===== src/rtl/spi_pkg.sv =====
// Shared definitions for the SPI target: state encoding, byte geometry and the
// default byte driven on miso when the host has nothing queued.
package spi_pkg;

  typedef enum logic {
    DESELECTED = 1'b0,
    SELECTED   = 1'b1
  } spi_state_t;

  localparam int BITS_PER_BYTE = 8;
  localparam int CNT_W         = $clog2(BITS_PER_BYTE);

  localparam logic [CNT_W-1:0]         LAST_BIT          = CNT_W'(BITS_PER_BYTE - 1);
  localparam logic [BITS_PER_BYTE-1:0] IDLE_BYTE_DEFAULT = 8'hFF;

endpackage


===== src/rtl/sync2.sv =====
// Two-flop synchronizer for one asynchronous pin; the reset value lets idle-high
// pins such as cs_n come out of reset in their inactive level.
module sync2 #(
  parameter logic RESET_VAL = 1'b0
) (
  input  logic clk,
  input  logic reset,
  input  logic d,
  output logic q
);

  logic meta;

  // NOTE: flops use <= so both stages sample the old values on the same edge;
  // a blocking = here would collapse the chain into a single flop.
  always_ff @(posedge clk) begin
    if (reset) begin
      meta <= RESET_VAL;
      q    <= RESET_VAL;
    end else begin
      meta <= d;
      q    <= meta;
    end
  end

endmodule


===== src/rtl/spi_target.sv =====
// SPI mode-0 target oversampled by clk: pins are synchronized, sck edges detected
// against a registered copy, and one byte of rx and one byte of tx are buffered.
module spi_target
  import spi_pkg::*;
#(
  parameter logic [BITS_PER_BYTE-1:0] IDLE_BYTE = IDLE_BYTE_DEFAULT
) (
  input  logic                     clk,
  input  logic                     reset,
  input  logic                     sck,
  input  logic                     cs_n,
  input  logic                     mosi,
  output logic                     miso,
  output logic                     miso_oe,
  output logic [BITS_PER_BYTE-1:0] rx_data,
  output logic                     rx_valid,
  input  logic                     rx_rd,
  output logic                     rx_overrun,
  input  logic [BITS_PER_BYTE-1:0] tx_data,
  input  logic                     tx_wr,
  output logic                     tx_full
);

  logic sck_s, cs_n_s, mosi_s, sck_d;

  sync2 #(.RESET_VAL(1'b0)) u_sync_sck  (.clk(clk), .reset(reset), .d(sck),  .q(sck_s));
  sync2 #(.RESET_VAL(1'b1)) u_sync_cs_n (.clk(clk), .reset(reset), .d(cs_n), .q(cs_n_s));
  sync2 #(.RESET_VAL(1'b0)) u_sync_mosi (.clk(clk), .reset(reset), .d(mosi), .q(mosi_s));

  spi_state_t               state,      state_next;
  logic [CNT_W-1:0]         bit_cnt,    bit_cnt_next;
  // Bit 7 of an incoming byte never needs storing: it leaves on the completing rise.
  logic [BITS_PER_BYTE-2:0] rx_shift,   rx_shift_next;
  logic [BITS_PER_BYTE-1:0] tx_shift,   tx_shift_next;
  logic [BITS_PER_BYTE-1:0] tx_hold,    tx_hold_next;
  logic [BITS_PER_BYTE-1:0] rx_data_next;
  logic                     tx_full_next, rx_valid_next, rx_overrun_next;

  logic sck_rise, sck_fall, load, byte_done;
  logic [BITS_PER_BYTE-1:0] rx_byte;

  assign sck_rise = sck_s & ~sck_d;
  assign sck_fall = ~sck_s & sck_d;
  assign rx_byte  = {rx_shift, mosi_s};

  // NOTE: every variable gets its hold value first so no path through the
  // case/if tree leaves one unassigned, which would infer a latch.
  always_comb begin
    state_next      = state;
    bit_cnt_next    = bit_cnt;
    rx_shift_next   = rx_shift;
    tx_shift_next   = tx_shift;
    tx_hold_next    = tx_hold;
    tx_full_next    = tx_full;
    rx_data_next    = rx_data;
    rx_valid_next   = rx_valid;
    rx_overrun_next = rx_overrun;
    load            = 1'b0;
    byte_done       = 1'b0;

    unique case (state)
      DESELECTED: begin
        bit_cnt_next = '0;
        if (!cs_n_s) begin
          state_next = SELECTED;
          load       = 1'b1;
        end
      end
      SELECTED: begin
        // A rise is processed even when cs_n goes high in the same cycle, so a
        // byte finishing together with deselect is still delivered.
        if (sck_rise) begin
          rx_shift_next = rx_byte[BITS_PER_BYTE-2:0];
          bit_cnt_next  = bit_cnt + CNT_W'(1);
          byte_done     = (bit_cnt == LAST_BIT);
        end
        if (cs_n_s) begin
          state_next    = DESELECTED;
          bit_cnt_next  = '0;
          rx_shift_next = '0;
        end else if (sck_fall) begin
          if (bit_cnt == '0) begin
            load = 1'b1;
          end else begin
            tx_shift_next = {tx_shift[BITS_PER_BYTE-2:0], 1'b0};
          end
        end
      end
    endcase

    // A write landing on an empty holding register during a load stays queued;
    // the load itself already committed to IDLE_BYTE.
    if (load) begin
      tx_shift_next = tx_full ? tx_hold : IDLE_BYTE;
      tx_full_next  = 1'b0;
    end
    if (tx_wr && !tx_full) begin
      tx_hold_next = tx_data;
      tx_full_next = 1'b1;
    end

    if (byte_done) begin
      rx_data_next    = rx_byte;
      rx_valid_next   = 1'b1;
      rx_overrun_next = rx_rd ? 1'b0 : (rx_overrun | rx_valid);
    end else if (rx_rd) begin
      rx_valid_next   = 1'b0;
      rx_overrun_next = 1'b0;
    end
  end

  always_ff @(posedge clk) begin
    if (reset) begin
      state      <= DESELECTED;
      sck_d      <= 1'b0;
      bit_cnt    <= '0;
      rx_shift   <= '0;
      tx_shift   <= IDLE_BYTE;
      tx_hold    <= '0;
      tx_full    <= 1'b0;
      rx_data    <= '0;
      rx_valid   <= 1'b0;
      rx_overrun <= 1'b0;
    end else begin
      state      <= state_next;
      sck_d      <= sck_s;
      bit_cnt    <= bit_cnt_next;
      rx_shift   <= rx_shift_next;
      tx_shift   <= tx_shift_next;
      tx_hold    <= tx_hold_next;
      tx_full    <= tx_full_next;
      rx_data    <= rx_data_next;
      rx_valid   <= rx_valid_next;
      rx_overrun <= rx_overrun_next;
    end
  end

  assign miso    = tx_shift[BITS_PER_BYTE-1];
  assign miso_oe = (state == SELECTED);

endmodule

===== config.mk =====
export PLATFORM = sky130hd
export DESIGN_NAME = spi_target
export DESIGN_NICKNAME = d
export VERILOG_FILES = /design/src/rtl/spi_pkg.sv /design/src/rtl/sync2.sv /design/src/rtl/spi_target.sv
export SDC_FILE = /design/constraint.sdc
export NUM_CORES = 1
export LEC_CHECK = 0
export ABC_AREA = 0
export CELL_PAD_IN_SITES_DETAIL_PLACEMENT = 0
export CELL_PAD_IN_SITES_GLOBAL_PLACEMENT = 1
export CORE_MARGIN = 1
export CORE_UTILIZATION = 39
export DETAILED_ROUTE_END_ITERATION = 10
export PLACE_DENSITY = 0.8
export REMOVE_ABC_BUFFERS = 1
export SETUP_SLACK_MARGIN = 0.05
export SLEW_MARGIN = 30
export SYNTH_ARGS = -nofsm -noshare
export SYNTH_HDL_FRONTEND = slang
export SYNTH_HIERARCHICAL = 1
export SYNTH_SLANG_ARGS = --single-unit

===== constraint.sdc =====
create_clock -name clk -period 1.6 [get_ports clk]
set_input_delay 0.32 -clock clk [delete_from_list [all_inputs] [get_ports clk]]
set_output_delay 0.32 -clock clk [all_outputs]
set_load 0.05 [all_outputs]

==> summary by stage <==
Worst setup path
The type of element capturing the critical path is an output pin. STA puts the critical path data arrival time at ~1.1 ns. Of all nets on the critical path, the largest fanout is 8. The critical path is of the reg2out type. At the worst endpoint, the required time is roughly 1.3 ns.

The kind of start point of the critical path is a flop.

Final layout
In the layout the commonest cells are 44 x sky130_fd_sc_hd__dfxtp_1, 22 x sky130_fd_sc_hd__a21oi_1, 21 x sky130_fd_sc_hd__nand2_1, 18 x sky130_fd_sc_hd__nor2_1, 15 x sky130_fd_sc_hd__buf_4. Compared with the post-synthesis result, the final layout area differs by 23.06%. Summing all multi-input logic gate instances after layout gives between 700 and 800 um^2. The flip-flop and latch area is between 900 and 1000 um^2. In the final layout, the share of cells above drive strength 1 is 0.1731. After filler insertion, the fill cell instance count of the layout stands at between 400 and 500. The finished cells cover about 2100 um^2. For this run, the share of the core covered by cells in the final layout is 0.5111. The final layout contains 225 nets. The number of antenna diodes in the final layout is 0. Leaving out fill and tap cells, the most frequent cell in the layout is sky130_fd_sc_hd__dfxtp_1.

Drt
The routed via count is roughly 1300. The wire length on met2 is about 1500 um. The number of design-rule violations left by the first detailed-router iteration is 45. The length of routed wiring on met1 is roughly 1400 um. In this run the remaining antenna-violating nets after routing total 0. The detailed-route DRC error count is 0.

The average wire length per cell after detail routing is 11.71 um. Detailed routing placed a total of 126 um of wire on met3. Dividing the detail-routed via count by the number of cells gives roughly 4.9. The top layer reached by signal wires is met4. The count of TritonRoute iterations in the first routing pass is 4. After detailed routing, the total wire length is around 3000 um.

STA
The smallest hold slack is between 0.4 and 0.5 ns. In the finished design, the share of the clock period the worst path needs comes to 0.9011. At the pin with the least slew margin, the transition time is about 0.46 ns.

The minimum period implied by the final worst setup slack is roughly 1.4 ns. The highest clock frequency the design can meet is around 0.7 GHz. The worst pin sits at a relative slew slack of 0.6927. Clock skew on the completed layout was measured at 0.006197 ns. Setup repair after global routing left no endpoint under its margin. The number of hold violations in the final report is 0.

The final worst setup slack is 0.1583 ns. Setup violations remaining at the end of the flow were counted as 0. The summed negative setup slack over all endpoints is 0 ns. The final number of max-transition violations is 0.

Job
Across the run, the number of max-cap violations was 0.

Clocking
Clock tree synthesis inserted a total of 5 buffers. The clock transition at the register clock pins on the worst setup and hold paths after CTS is 0.07 ns. The tree is rooted in a sky130_fd_sc_hd__clkbuf_8. The number of buffers inserted for hold repair after clock tree synthesis is 0.

The maximum level of the CTS H-tree is 2. Counting along the longest clock path gives a buffer depth of 2. Clock tree synthesis found a total of 45 sinks.

At the later pin of the worst-skew pair, clock insertion delay measures 0.30 ns. The number of setup buffers added after CTS is 0. In this run, post-CTS repair resized a total of 0 instances. The TritonCTS clock tree is done.

Floorplan
The die covers roughly 4700 um^2. From bottom edge to top edge, the die measures just under 70 um. The count of boundary I/O pins is 28. The initialized floorplan defines 23 standard-cell rows. The standard cell core area is about 4100 um^2. The effective utilization at floorplan is 0.4153. Measured along the x axis, the die boundary spans 68.20 um.

Placement
The placed instances occupy a cell area of ~2000 um^2. At the end of routability-driven placement, the weighted congestion stood at 0.7136. OpenSTA, run right after detailed placement, puts the worst setup slack at roughly 0.086 ns. Buffers placed on the I/O ports in this run total 27. The HPWL after detailed placement is around 2200 um.

Worst hold path
The kind of path behind the tightest hold check is reg2reg.

Synthesis
The distinct cell type count after synthesis is 33. The synthesis warning total is 6. The sequential area share after synthesis is 0.5271. The flop and latch count out of synthesis is 45. The primary flip-flop cell chosen by synthesis mapping is sky130_fd_sc_hd__dfxtp_1. The summed instance area of the synthesized netlist is about 1700 um^2. The mean cell area of the mapped netlist is between 9 and 10 um^2.

The async set-reset flop share out of synthesis is 0. Synthesis produced 178 cells. Yosys mapped a number of flops with a built-in enable equal to 0.

Global routing
The all-layer global routing usage is 0.1457. The via count of the first global-routing pass is about 1200. The largest net degree at the start of global routing is 43. The wire length of the first global-routing pass is 4988 um. The total global routing overflow is 0. The number of antenna violations at the first check in global routing is 0.

Power and ir drop
The worst-case IR drop observed on VDD is 401.6 uV. The cell area power density is roughly 950 nW/um^2. The static power due to leakage is between 0.0007 and 0.0008 uW.

Status
The run finished with clean final reports.
[final timing paths]
kind | start | endpoint | slack (ns) | cells past startpoint
worst min-delay path | u_sync_cs_n/meta | u_sync_cs_n/q | 0.41 | 1
worst max register to register | bit_cnt[0] | tx_shift[7] | 0.17 | 6
worst min register to register | u_sync_cs_n/meta | u_sync_cs_n/q | 0.41 | 1
worst max-delay path | miso_oe | miso_oe | 0.16 | 2
[stage by stage]
step / power [uW] / instances
2_1_floorplan: 1281 / 168
3_3_place_gp: 1368 / 250
3_5_place_dp: 1374 / 250
4_1_cts: 2041 / 258
5_1_grt: 2111 / 258
6_report: 2001 / 258
[registers in the layout, indices dropped and copies added, names as in the netlist]
register	count
u_sync_mosi/meta	1
rx_valid	1
tx_shift	8
u_sync_cs_n/meta	1
sck_d	1
u_sync_mosi/q	1
tx_full	1
u_sync_sck/q	1
u_sync_sck/meta	1
miso_oe	1
bit_cnt	3
rx_data	8
rx_shift	7
rx_overrun	1
u_sync_cs_n/q	1
tx_hold	8
[cell type report]
cell class                 instances  area share
multi-input combinational        120      0.3480
timing repair buffer              32      0.1487
clock buffer                       6     0.03450
clock inverter                     2    0.004759
inverter                           3    0.005354
tap                               50     0.02974
sequential                        45      0.4289
[per-layer routing]
layer / GRT usage / up-vias
li1: - / 666
met1: 0.1607 / 566
met2: 0.2475 / 24
met3: 0.05500 / 5
met4: 0.06250 / 0
met5: 0 / -
[synthesized netlist by cell type (4+ instances only)]
master                     instances  area share
sky130_fd_sc_hd__nor2_1           18       0.040
sky130_fd_sc_hd__o21ai_1           6       0.018
sky130_fd_sc_hd__o22ai_1           6       0.022
sky130_fd_sc_hd__mux2i_1           9       0.053
sky130_fd_sc_hd__nand4b_1          4       0.020
sky130_fd_sc_hd__nand2b_1          5       0.018
sky130_fd_sc_hd__nand2_1          21       0.046
sky130_fd_sc_hd__dfxtp_1          45        0.53
sky130_fd_sc_hd__nor2b_1           6       0.022
sky130_fd_sc_hd__a21oi_1          22       0.064
[critical path, stage by stage (launching register included)]
cell	delay, ns
sky130_fd_sc_hd__dfxtp_1	0.46
sky130_fd_sc_hd__buf_4	0.23
sky130_fd_sc_hd__buf_12	0.14
[power breakdown]
group	internal [uW]	switching, uW	leakage (uW)
Clock	302	354	0.0000450
Sequential	1150	21.3	0.000367
Combinational	91.6	80.0	0.000381
[logic make-up (layout without fill, tap and decap cells)]
kind of cell,Yosys count,count (layout),synth area share
AOI/OAI and AO/OA,44,44,0.1545
DFF,45,45,0.5271
adders and majority gates,3,3,0.02196
muxes,9,9,0.05271
and+or+nand+nor,63,63,0.1925
buffers and inverters,13,43,0.04612
xor gates and xnor gates,1,1,0.005125
Note: power is estimated with default switching activity, not from simulation.
